[src/rtl/tp_arb_pkg.sv]
// Shared types and default widths for the main-CPU work-RAM arbiter.
package tp_arb_pkg;

  typedef enum logic [2:0] {
    IDLE,
    CPU_ACC,
    CPU_DAT,
    HS_ACC,
    HS_DAT
  } arb_state_t;

  localparam int TP_WRAM_AW = 11;
  localparam int TP_WRAM_DW = 8;

endpackage

[src/rtl/tp_wram_arbiter.sv]
// Work-RAM arbiter: Z80 bus has priority, hiscore port fills idle slots, starvation guard stalls the CPU.
// Optional macro TP_HS_PAUSE_ONLY_EN adds a pause input; hiscore grants then happen only while pause=1.
module tp_wram_arbiter
  import tp_arb_pkg::*;
#(
  parameter int ADDR_W        = TP_WRAM_AW,
  parameter int DATA_W        = TP_WRAM_DW,
  parameter int HS_STARVE_MAX = 64
) (
  input  logic              clk_49m,
  input  logic              reset,
`ifdef TP_HS_PAUSE_ONLY_EN
  input  logic              pause,
`endif
  input  logic              cpu_ce,
  input  logic              cpu_cs,
  input  logic              cpu_we,
  input  logic [ADDR_W-1:0] cpu_addr,
  input  logic [DATA_W-1:0] cpu_din,
  output logic [DATA_W-1:0] cpu_dout,
  output logic              cpu_wait_n,
  input  logic              hs_req,
  input  logic              hs_we,
  input  logic [ADDR_W-1:0] hs_addr,
  input  logic [DATA_W-1:0] hs_din,
  output logic [DATA_W-1:0] hs_dout,
  output logic              hs_ack,
  output logic [ADDR_W-1:0] ram_addr,
  output logic              ram_we,
  output logic [DATA_W-1:0] ram_din,
  input  logic [DATA_W-1:0] ram_dout
);

  localparam int CNT_W = $clog2(HS_STARVE_MAX + 1);
  localparam logic [CNT_W-1:0] CNT_MAX = CNT_W'(HS_STARVE_MAX);

  arb_state_t        state_q, state_d;
  logic              cpu_pend_q, cpu_pend_d;
  logic [ADDR_W-1:0] lat_addr_q, lat_addr_d;
  logic              lat_we_q, lat_we_d;
  logic [DATA_W-1:0] lat_din_q, lat_din_d;
  logic [CNT_W-1:0]  cnt_q, cnt_d;
  logic [DATA_W-1:0] cpu_dout_q, cpu_dout_d;
  logic [DATA_W-1:0] hs_dout_q, hs_dout_d;
  logic              hs_ack_q, hs_ack_d;

  logic hs_req_eff;
  logic starve;
  logic cpu_hit;
  logic ram_we_raw;

`ifdef TP_HS_PAUSE_ONLY_EN
  assign hs_req_eff = hs_req & pause;
`else
  assign hs_req_eff = hs_req;
`endif

  assign starve  = (cnt_q == CNT_MAX);
  // While the CPU is being stalled its strobes are not real accesses.
  assign cpu_hit = cpu_ce & cpu_cs & ~starve;

  always_comb begin
    state_d    = state_q;
    cpu_pend_d = cpu_pend_q;
    lat_addr_d = lat_addr_q;
    lat_we_d   = lat_we_q;
    lat_din_d  = lat_din_q;
    cnt_d      = cnt_q;
    cpu_dout_d = cpu_dout_q;
    hs_dout_d  = hs_dout_q;

    case (state_q)
      IDLE: begin
        if (starve && hs_req_eff)          state_d = HS_ACC;
        else if (cpu_pend_q || cpu_hit)    state_d = CPU_ACC;
        else if (hs_req_eff)               state_d = HS_ACC;
      end
      CPU_ACC: begin
        cpu_pend_d = 1'b0;
        state_d    = CPU_DAT;
      end
      CPU_DAT: begin
        if (!lat_we_q) cpu_dout_d = ram_dout;
        state_d = IDLE;
      end
      HS_ACC:  state_d = HS_DAT;
      HS_DAT: begin
        if (!hs_we) hs_dout_d = ram_dout;
        state_d = IDLE;
      end
      default: state_d = IDLE;
    endcase

    // Capture after the case so a strobe landing in CPU_ACC is not lost.
    if (cpu_hit) begin
      cpu_pend_d = 1'b1;
      lat_addr_d = cpu_addr;
      lat_we_d   = cpu_we;
      lat_din_d  = cpu_din;
    end

    if (!hs_req_eff || state_q == HS_DAT)
      cnt_d = '0;
    else if (state_q != HS_ACC && !starve)
      cnt_d = cnt_q + 1'b1;

    hs_ack_d = (state_d == HS_DAT);
  end

  always_comb begin
    ram_addr   = '0;
    ram_din    = '0;
    ram_we_raw = 1'b0;
    case (state_q)
      CPU_ACC: begin
        ram_addr   = lat_addr_q;
        ram_din    = lat_din_q;
        ram_we_raw = lat_we_q;
      end
      HS_ACC: begin
        ram_addr   = hs_addr;
        ram_din    = hs_din;
        ram_we_raw = hs_we;
      end
      default: ;
    endcase
  end

  // Gating with reset keeps an abandoned write from reaching the RAM on the reset edge.
  assign ram_we     = ram_we_raw & reset;
  assign cpu_wait_n = ~(starve && state_q != HS_DAT);
  assign cpu_dout   = cpu_dout_q;
  assign hs_dout    = hs_dout_q;
  assign hs_ack     = hs_ack_q;

  always_ff @(posedge clk_49m) begin
    if (!reset) begin
      state_q    <= IDLE;
      cpu_pend_q <= 1'b0;
      lat_addr_q <= '0;
      lat_we_q   <= 1'b0;
      lat_din_q  <= '0;
      cnt_q      <= '0;
      cpu_dout_q <= '0;
      hs_dout_q  <= '0;
      hs_ack_q   <= 1'b0;
    end else begin
      state_q    <= state_d;
      cpu_pend_q <= cpu_pend_d;
      lat_addr_q <= lat_addr_d;
      lat_we_q   <= lat_we_d;
      lat_din_q  <= lat_din_d;
      cnt_q      <= cnt_d;
      cpu_dout_q <= cpu_dout_d;
      hs_dout_q  <= hs_dout_d;
      hs_ack_q   <= hs_ack_d;
    end
  end

endmodule

[config.mk]
export PLATFORM = sky130hd
export DESIGN_NAME = tp_wram_arbiter
export DESIGN_NICKNAME = d
export VERILOG_FILES = /design/src/rtl/tp_arb_pkg.sv /design/src/rtl/tp_wram_arbiter.sv
export SDC_FILE = /design/constraint.sdc
export NUM_CORES = 1
export LEC_CHECK = 0
export CORE_ASPECT_RATIO = 1.4
export CORE_UTILIZATION = 46
export DETAILED_ROUTE_END_ITERATION = 8
export HOLD_SLACK_MARGIN = 0.02
export PLACE_DENSITY = 0.85
export REMOVE_ABC_BUFFERS = 1
export SLEW_MARGIN = 20
export SYNTH_ARGS = -nofsm -noshare
export SYNTH_HDL_FRONTEND = slang
export SYNTH_SLANG_ARGS = --single-unit
[constraint.sdc]
create_clock -name clk_49m -period 4.75 [get_ports clk_49m]
set_clock_uncertainty 0.2 [all_clocks]
set_input_delay 0.95 -clock clk_49m [delete_from_list [all_inputs] [get_ports clk_49m]]
set_output_delay 0.95 -clock clk_49m [all_outputs]
set_load 0.01 [all_outputs]
======== Word level (Yosys, flattened, before mapping) ========
Index checks and enable logic that the tools add are counted.
operators by class
  $add $sub $neg .......................... 1
  multipliers ............................. 0
  divide/modulo/power cells ............... 0
  $lt $le $gt $ge ......................... 0
  eq/ne operators ......................... 8
  shift-type cells ........................ 0
  muxes and demuxes ....................... 9
  bitwise gates (word level) .............. 8
  reductions and logical operators ........ 12
operators with widths
  cell                   count
  $pmux W11 S2           1
  $pmux W8 S2            1
  $mux W3                3
  $pmux W3 S3            1
  $add A7 B1 Y7 const B  1
  $eq A7 B7 Y1 const B   1
  $eq A3 B2 Y1 const B   2
  $eq A3 B3 Y1 const B   2
  $not A1 Y1             5
  $reduce_and A2 Y1      2
  $and A1 B1 Y1          3
  $eq A3 B1 Y1 const B   1
  $logic_and A1 B1 Y1    3
  $logic_not A3 Y1       1
  $ne A3 B2 Y1 const B   1
  $ne A3 B3 Y1 const B   1
  $logic_not A1 Y1       2
  $logic_or A1 B1 Y1     2
  $mux W1                2
  $pmux W1 S2            1
  $reduce_bool A2 Y1     1
  $reduce_or A2 Y1       1
word-level totals
  register bits ........................... 48
  latch bits .............................. 0
  memory bits (writable) .................. 0
  ROM bits ................................ 0
  input port bits ......................... 53
  output and inout port bits .............. 38
  logic and storage cells ................. 47
  memories kept ........................... 0

======== Longest topological paths before layout ========
Gate-level depths: netlist (run 1).
  depth in word-level cells ............... 8
  gate-level depth with buffers ........... 6
  depth with buffers taken out ............ 5

======== Worst setup path before layout (run 1) ========
OpenSTA, ideal clock, no wires.
  path kind ............................... input to output
  start ................................... input reset
  end ..................................... output ram_we
  arrival time ............................ 1.675 ns
  data required time ...................... 3.600 ns
  setup slack ............................. 1.925 ns
  cell stages on the path ................. 3
  buffers on the path ..................... 2
  path through ............................ clkbuf_1 clkbuf_1 nor2b_1
on the way
  longest elaborated chain between the ends .. 1
ends and longest elaborated chain
  element          RTL line                source
  start, declared  tp_wram_arbiter.sv:11   input logic reset,
  $and A1 B1 Y1    tp_wram_arbiter.sv:130  assign ram_we = ram_we_raw & reset;
  end, declared    tp_wram_arbiter.sv:29   output logic ram_we,
No other way between the ends.

======== Worst setup path in the final report (run 1) ========
  start ................................... input hs_we
  end ..................................... output ram_we
on the way
  longest elaborated chain between the ends .. 2
ends and longest elaborated chain
  element          RTL line                source
  start, declared  tp_wram_arbiter.sv:23   input logic hs_we,
  $pmux W1 S2      tp_wram_arbiter.sv:114  case (state_q)
  $and A1 B1 Y1    tp_wram_arbiter.sv:130
No other way between the ends.

==> flow_summary.json, run 1 <==
{
  "hp-class": "flop to flop",
  "ant_nets": 0,
  "yosysWarningCount": 0,
  "route.detailed.drc": 0,
  "finalMaxSlewViolations": 0,
  "postSynthAreaPerCell_um2": 8.699,
  "place_congestion": 0.8168,
  "final_cell_mix": "clkdlybuf4s50_1 (89), nand2_1 (78), dfxtp_1 (48), mux2i_1 (22), a22o_1 (19)",
  "total_power_w": 0.0008744,
  "cp_slowest_stage_delay_ns": 0.54,
  "ff2ff_path_depth": 6,
  "swShare_pct": 23.91,
  "relSlewSlack_pct": 44.48,
  "antenna_cells": 0,
  "path_cells": "clkdlybuf4s50_1 -> a22oi_1 -> nor2b_1 -> clkdlybuf4s50_1",
  "die_w_um": 60.46,
  "grt_pass1_wl_um": 8583,
  "rsz0062_at_grt": "false",
  "peakVddDrop_mv": 0.2080,
  "reg2reg_to": "state_q[0]",
  "drtPass1Iterations": 4,
  "syn_area_mm2": 0.002201,
  "dp_hpwl_um": 3670,
  "clk_latency_ns": 0.29,
  "via_per_inst": 5.116,
  "drt-total-wl_um": 5169,
  "p_int_w": 0.0006653,
  "cts-root-buf": "clkbuf_8",
  "synth_cell_types": 31,
  "min_from": "hs_dout[0]",
  "h-tree-depth": 2,
  "cts_sinks": 48,
  "required_ns": 3.60,
  "cp_max_fo": 3,
  "yosys.area.top_type": "dfxtp_1",
  "cts_buffers": 5,
  "final.setup.tns_ns": 0,
  "clk_path_buf_depth": 2,
  "p_sw_w": 0.0002091,
  "cpMaxStageDelayCell": "clkdlybuf4s50_1",
  "crit_arrival_ns": 2.23,
  "combPwrFrac_pct": 17.7,
  "wire_per_inst_um": 13.05,
  "post-cts-setup-buffers": 0,
  "vias": 2026,
  "cts_resized": 0,
  "synthToLayoutAreaGrowth_pct": 46.79,
  "start_util_pct": 48.14,
  "die_area_mm2": 0.005069,
  "fin_nets": 388,
  "row_count": 29,
  "postCtsHoldBufs": 0,
  "holdPathStages": 2,
  "worst_pin_slew_ns": 0.8307,
  "power_density_mw_per_mm2": 270.7,
  "drive_above_1_share_pct": 5.389,
  "yosysSeqAreaShare_pct": 43.66,
  "fin_crit_sh_pct": 71.19,
  "wl_met3_um": 282,
  "path_clk_slew_ns": 0.08,
  "hold_viol": 0,
  "clkPwrFrac_pct": 32.7,
  "numPortBuffers": 90,
  "die_y_um": 83.85,
  "core_area_mm2": 0.004572,
  "hold_end": "hs_dout[0]",
  "setup_violations": 0,
  "seqPwrFrac_pct": 49.6,
  "synth_top_area_share_pct": 43.66,
  "boundaryPins": 91,
  "synthCells": 253,
  "track_usage_pct": 21.79,
  "p_leak_nw": 1.166,
  "synth_area_leaders": "dfxtp_1 (44%), nand2_1 (13%), mux2i_1 (10%)",
  "antenna_found_initial": 0,
  "regToRegStartpoint": "cnt_q[0]",
  "wl_met1_um": 2097,
  "maxCapViolCount": 0,
  "grt_overflow": 0,
  "r2r_setup_slack_ns": 2.80,
  "layout_commonest_cell": "clkdlybuf4s50_1",
  "ys_ff_latch": 48,
  "worstSetupPathType": "primary input to output pin",
  "grt_pass1_vias": 2010,
  "max_clock_freq_ghz": 0.2957,
  "grt_max_degree": 63,
  "cp_common_cell": "clkdlybuf4s50_1",
  "outcome": "finished clean",
  "setup.worst_path.start_class": "primary input",
  "top_layer": "met4",
  "drt-initial-drc-count": 69,
  "fin_crit_ns": 3.382,
  "met2_length_um": 2715,
  "cts_tree": "done",
  "cp-end-kind": "output pin"
}
==> cell families (layout without fill, tap and decap cells) <==
family	after synthesis	after routing	share of synthesized area (%)
adder cells (fa/ha/maj)	2	2	1.137
multiplexers	22	22	10.01
flip-flops	48	48	43.66
AND/OR/NAND/NOR	104	104	22.57
buffers and inverters	23	104	4.320
AO/OA/AOI/OAI	54	54	18.31
==> power by group through the flow <==
stage | clock network [W] | registers [W] | logic (W)
3_3_place_gp | 0 | 0.000442 | 0.000152
6_report | 0.000286 | 0.000434 | 0.000155
2_1_floorplan | 0 | 0.000442 | 0.0000605
4_1_cts | 0.000293 | 0.000434 | 0.000156
5_1_grt | 0.000312 | 0.000437 | 0.000169
3_5_place_dp | 0 | 0.000443 | 0.000155
==> how the worst max path moves through the flow <==
| stage | from | end | slack [ns] |
|---|---|---|---|
| after global routing | state_q[0] | ram_we | 1.22 |
| final | hs_we | ram_we | 1.37 |
| after global placement | hs_we | ram_we | 1.36 |
| after detailed placement | hs_we | ram_we | 1.35 |
| after floorplan | state_q[0] | ram_we | 1.40 |
| after CTS | state_q[0] | ram_we | 1.02 |
==> through the flow <==
step                instance area, um2  worst slack, ns  utilization (%)  cells  hold slack, ns
floorplan                         2117            1.397                -    233          0.2350
global placement                  3122            1.362            68.28    388          0.2418
detailed placement                3122            1.347            68.28    388          0.2464
CTS                               3229            1.024            70.63    396          0.2580
global route                      3231            1.218            70.66    396          0.2756
finish                            3231            1.368            70.66    396          0.2556
==> area by class of cell <==
| type | instances | area, um2 |
|---|---|---|
| Inverter | 3 | 11.26 |
| Clock inverter | 2 | 35.03 |
| Timing Repair Buffer | 93 | 918.4 |
| Clock buffer | 6 | 72.57 |
| Fill cell | 398 | 1341 |
| Sequential cell | 48 | 960.9 |
| Tap cell | 62 | 77.57 |
| Multi-Input combinational cell | 182 | 1155 |
==> cells in the mapped netlist, drive strengths merged <==
cell type and n:
nand3 7, clkbuf 13, dfxtp 48, nor3 1
nor4b 3, o31ai 2, o21a 1, nor3b 1
or4b 2, or3b 1, or4 2, o311a 1
a21oi 9, nand2 78, a22o 19, mux2i 22
buf 7, and2 3, and3b 1, inv 3
a2111o 1, a22oi 1, nor2b 3, or3 2
o21ai 4, ha 2, a21boi 16
==> worst max-delay path, delay by kind of cell <==
family	cells	cell delay, ns
AOI/OAI and AO/OA	1	0.08
buffers and inverters	2	1.06
and+or+nand+nor	1	0.14
==> metal layers <==
layer	global-route usage [%]	vias up
met2	39.86	72
met4	7.851	0
met5	0	-
met1	23.39	913
li1	-	1034
met3	4.496	7
==> registers in the layout, summed over array words and instances (netlist names) <==
signal,flops
lat_addr_q,11
cpu_dout,8
hs_dout,8
lat_din_q,8
cnt_q,7
state_q,3
cpu_pend_q,1
hs_ack,1
lat_we_q,1
Power figures use the tool's default switching activity.
==> run 2: changes to the inputs <==
CORE_UTILIZATION = 38   (was 46)
PLACE_DENSITY = 0.75   (was 0.85)
clock period = 3.1 ns   (was 4.75 ns; I/O delays follow)
==> run 2 against run 1 <==
- largest power group unchanged
- cell area grew 0.54%
- clock power grew 27%
- non-clock buffer count grew 3
- power grew 45%
- critical path type is now flop to output pin
==> flow_summary.json, run 2 (synthesis gave the netlist of run 1 again) <==
{
  "vias": 2027,
  "num-fill-cells": 532,
  "reg2reg_to": "state_q[0]",
  "path_cells": "and3b_2 -> buf_4 -> a22o_1 -> clkdlybuf4s50_1",
  "post-cts-setup-buffers": 0,
  "die_y_um": 92.05,
  "clkPwrFrac_pct": 28.7,
  "fin_nets": 391,
  "grt_pass1_vias": 1997,
  "cpMaxStageDelayCell": "clkdlybuf4s50_1",
  "grt_pass1_wl_um": 8431,
  "path_clk_slew_ns": 0.09,
  "swShare_pct": 25.73,
  "combPwrFrac_pct": 18.8,
  "core_area_mm2": 0.005565,
  "fin_crit_ns": 2.822,
  "hp-class": "flop to flop",
  "cts_sinks": 48,
  "synthToLayoutAreaGrowth_pct": 47.58,
  "max_clock_freq_ghz": 0.3544,
  "setup.worst_path.start_class": "flop",
  "largest_register_ff_count": 11,
  "p_leak_nw": 1.176,
  "holdPathStages": 2,
  "fin_crit_sh_pct": 91.02,
  "dp_hpwl_um": 3633,
  "rsz0062_at_grt": "false",
  "track_usage_pct": 17.57,
  "wire_per_inst_um": 12.32,
  "peakVddDrop_mv": 0.2497,
  "power_density_mw_per_mm2": 390.2,
  "clk_path_buf_depth": 2,
  "r2r_setup_slack_ns": 1.18,
  "clk_latency_ns": 0.30,
  "finalInstanceArea_mm2": 0.003248,
  "relSlewSlack_pct": 51.65,
  "row_count": 32,
  "ff2ff_path_depth": 6,
  "cp_slowest_stage_delay_ns": 0.54,
  "cp_max_fo": 12,
  "route.detailed.drc": 0,
  "p_sw_w": 0.0003260,
  "die_w_um": 66.32,
  "antenna_found_initial": 0,
  "p_int_w": 0.0009413,
  "dpl-instance-area_mm2": 0.003159,
  "hold_end": "hs_dout[0]",
  "final_cell_mix": "clkdlybuf4s50_1 (89), nand2_1 (78), dfxtp_1 (48), mux2i_1 (22), a22o_1 (19)",
  "setup_violations": 0,
  "die_area_mm2": 0.006104,
  "final.setup.tns_ns": 0,
  "crit_arrival_ns": 2.00,
  "grt_overflow": 0,
  "hold_viol": 0,
  "maxCapViolCount": 0,
  "layout_commonest_cell": "clkdlybuf4s50_1",
  "worstSetupPathType": "flop to output pin",
  "worst_pin_slew_ns": 0.7234,
  "min_from": "hs_dout[0]",
  "grt_max_degree": 63,
  "drt-initial-drc-count": 73,
  "outcome": "finished clean",
  "drt-total-wl_um": 4988,
  "h-tree-depth": 2,
  "finalMaxSlewViolations": 0,
  "utilization_pct": 58.36,
  "cts-root-buf": "clkbuf_8",
  "cp-end-kind": "output pin",
  "top_register": "lat_addr_q",
  "boundaryPins": 91,
  "drive_above_1_share_pct": 6.528,
  "antenna_cells": 0,
  "seqPwrFrac_pct": 52.5,
  "place_congestion": 0.7309,
  "regToRegStartpoint": "cnt_q[0]",
  "required_ns": 2.28,
  "numPortBuffers": 90,
  "drtPass1Iterations": 4,
  "start_util_pct": 39.55,
  "via_per_inst": 5.005,
  "cts_buffers": 5,
  "ant_nets": 0,
  "cts_tree": "done"
}
## run 2: changes by cell type in the layout (fill, tap and decap cells not counted), sizes merged
cell	change
buf	+3
bufinv	-1
clkbuf	-1
clkinv	+2
## run 2: cell type report
cell class                 count  area (um2)  share of cell area, %
inverter                       3       11.26                 0.3467
clock inverter                 3       18.77                 0.5778
sequential                    48       960.9                  29.58
timing repair buffer          96       940.9                  28.97
clock buffer                   5       68.82                  2.119
tap                           68       85.08                  2.619
multi-input combinational    182        1162                  35.79
## run 2: what timing repair did
item                       in CTS  in global routing
resized for setup               0                  1
hold buffers                    0                  0
setup endpoints to repair       0                  3
## run 2: worst max path at each step
stage          depth (start not counted)  slack [ns]       start          end
6_report                               4        0.28  state_q[0]  ram_addr[7]
3_3_place_gp                           4        0.37       hs_we       ram_we
3_5_place_dp                           4        0.38       hs_we       ram_we
2_1_floorplan                          3        0.08  state_q[0]       ram_we
4_1_cts                                4        0.14  state_q[0]   ram_din[5]
5_1_grt                                4        0.11  state_q[0]   ram_din[0]
## run 2: power groups by stage
| stage | clock, W | combinational, W | sequential (W) |
|---|---|---|---|
| final | 0.000364 | 0.000238 | 0.000665 |
| after global routing | 0.000402 | 0.000262 | 0.000670 |
| after CTS | 0.000376 | 0.000242 | 0.000665 |
| after detailed placement | 0 | 0.000241 | 0.000679 |
| after global placement | 0 | 0.000237 | 0.000678 |
| after floorplan | 0 | 0.0000926 | 0.000678 |
## run 2: layer usage
metal | track usage, % | wire length [um] | part of all wire [%]
met5 | 0 | 0 | 0
met4 | 5.851 | 72 | 1.4
met3 | 3.856 | 243 | 4.9
met2 | 32.48 | 2559 | 51
met1 | 19.04 | 2113 | 42
## run 2: worst max-delay path: cells and delay by family (launching register included)
kind / cells / cell delay, ns
AOI/OAI and AO/OA: 1 / 0.14
and+or+nand+nor: 1 / 0.35
DFF: 1 / 0.46
buffers and inverters: 2 / 0.75
## run 2: stage by stage
step,hold slack (ns),setup slack (ns),std cells,total power [W]
2_1_floorplan,0.2350,0.07684,233,0.0007706
3_3_place_gp,0.2420,0.3673,397,0.0009153
3_5_place_dp,0.2464,0.3764,397,0.0009199
4_1_cts,0.2596,0.1419,405,0.001283
5_1_grt,0.2810,0.1070,405,0.001334
6_report,0.2551,0.2782,405,0.001267
==> run 3: changes to the inputs <==
PLACE_DENSITY = 0.84   (was 0.75)
==> run 3 against run 2 <==
- first-iteration DRC count is 53% higher
- flip-flop and latch count stayed put
- non-clock buffer count is 2 lower
- clock power is 5% higher
- power is 1.5% higher
- critical path depth stayed put
- wire length is 7.4% higher
- register-to-register slack worse by 0.08 ns
- critical endpoint is now ram_addr[3]
- largest cell class unchanged
- highest routed layer unchanged
==> flow_summary.json, run 3 (synthesis gave the netlist of run 1 again) <==
{
  "max_clock_freq_ghz": 0.3455,
  "final_cell_mix": "clkdlybuf4s50_1 (89), nand2_1 (78), dfxtp_1 (48), mux2i_1 (22), a22o_1 (19)",
  "grt_pass1_vias": 2040,
  "peakVddDrop_mv": 0.2757,
  "path_clk_slew_ns": 0.10,
  "cts_tree": "done",
  "cts_sinks": 48,
  "die_y_um": 92.05,
  "place_congestion": 0.7600,
  "p_leak_nw": 1.162,
  "largest_register_ff_count": 11,
  "numPortBuffers": 90,
  "drtPass1Iterations": 4,
  "cp_max_fo": 21,
  "grt_overflow": 0,
  "drt-total-wl_um": 5357,
  "synthToLayoutAreaGrowth_pct": 47.64,
  "antenna_cells": 0,
  "dp_hpwl_um": 3919,
  "route.detailed.drc": 0,
  "layout_commonest_cell": "clkdlybuf4s50_1",
  "clk_latency_ns": 0.31,
  "outcome": "finished clean",
  "hp-class": "flop to flop",
  "cts_resized": 0,
  "regArea_um2": 960.9,
  "cts-root-buf": "clkbuf_8",
  "num-fill-cells": 529,
  "place_ws_ns": 0.3805,
  "required_ns": 2.28,
  "hold_viol": 0,
  "ant_nets": 0,
  "cpMaxStageDelayCell": "clkdlybuf4s50_1",
  "crit_arrival_ns": 2.07,
  "cp-end-kind": "output pin",
  "grt_pass1_wl_um": 8825,
  "final.setup.tns_ns": 0,
  "fin_crit_ns": 2.895,
  "die_w_um": 66.32,
  "grt_max_degree": 63,
  "fin_nets": 389,
  "finalMaxSlewViolations": 0,
  "fin_crit_sh_pct": 93.38,
  "path_cells": "nor3b_2 -> buf_4 -> a22o_1 -> clkdlybuf4s50_1",
  "setup.worst_path.start_class": "flop",
  "rsz0062_at_grt": "false",
  "clk_path_buf_depth": 2,
  "post-cts-setup-buffers": 0,
  "vias": 2074,
  "relSlewSlack_pct": 50.03,
  "setup_ws_ns": 0.2053,
  "h-tree-depth": 2,
  "total_power_w": 0.001287,
  "top_register": "lat_addr_q",
  "drive_above_1_share_pct": 5.672,
  "power_density_mw_per_mm2": 396.0,
  "drt-initial-drc-count": 112,
  "cp_slowest_stage_delay_ns": 0.55,
  "core_area_mm2": 0.005565,
  "worst_pin_slew_ns": 0.7476,
  "row_count": 32,
  "wire_per_inst_um": 13.29,
  "crit_family": "buffers and inverters",
  "multi_input_area_mm2": 0.001161,
  "via_per_inst": 5.146,
  "cp_num_buf_inv": 2,
  "maxCapViolCount": 0,
  "setup_violations": 0,
  "start_util_pct": 39.55,
  "antenna_found_initial": 0,
  "die_area_mm2": 0.006104,
  "cts_buffers": 5,
  "boundaryPins": 91,
  "worstSetupPathType": "flop to output pin",
  "track_usage_pct": 18.44,
  "postCtsHoldBufs": 0
}
run 3: cell count changes in the layout (fill, tap and decap cells not counted):
| cell | change |
|---|---|
| buf_4 | -3 |
| clkinv_2 | -2 |
| buf_12 | +1 |
| and3b_1 | +1 |
| and3b_2 | -1 |
| clkinvlp_4 | +2 |
run 3: worst register-to-register path: stages (launching register included):
cell and delay (ns):
dfxtp_1 0.38, inv_1 0.08, ha_1 0.19, nor2b_1 0.19
a21oi_4 0.47, buf_12 0.23, mux2i_1 0.20
run 3: area by class of cell:
type                       instances  share of cell area, %
timing repair buffer              94                  28.88
tap                               68                  2.618
sequential                        48                  29.57
multi-input combinational        182                  35.73
clock buffer                       5                  2.118
inverter                           3                 0.3466
clock inverter                     3                 0.7316
run 3: routing by layer:
layer / global-route usage, % / share of wire, % / wire length [um]
met5: 0 / 0 / 0
met4: 7.624 / 2.1 / 115
met3: 4.229 / 5.1 / 274
met2: 33.16 / 52 / 2771
met1: 20.06 / 41 / 2196
run 3: path summary, 6_finish.rpt:
kind,slack (ns),start,depth (start not counted),endpoint
max,0.21,state_q[0],4,ram_addr[3]
min,0.26,hs_dout[0],2,hs_dout[0]
max reg2reg,1.10,cnt_q[0],6,lat_din_q[7]
min reg2reg,0.26,hs_dout[0],2,hs_dout[0]
run 3: through the flow:
step / instances / hold slack [ns] / area [um2] / util (%)
final: 403 / 0.2622 / 3249 / 58.39
after global routing: 403 / 0.2831 / 3249 / 58.39
after CTS: 403 / 0.2646 / 3249 / 58.39
after detailed placement: 395 / 0.2508 / 3157 / 56.72
after global placement: 395 / 0.2446 / 3157 / 56.72
after floorplan: 233 / 0.2350 / 2117 / -
run 3: power breakdown:
part	internal (W)	leakage, nW	switching, W
registers	0.000644	0.391	0.0000214
clock network	0.000160	0.0404	0.000223
logic	0.000139	0.731	0.000100
total	0.000943	1.16	0.000344
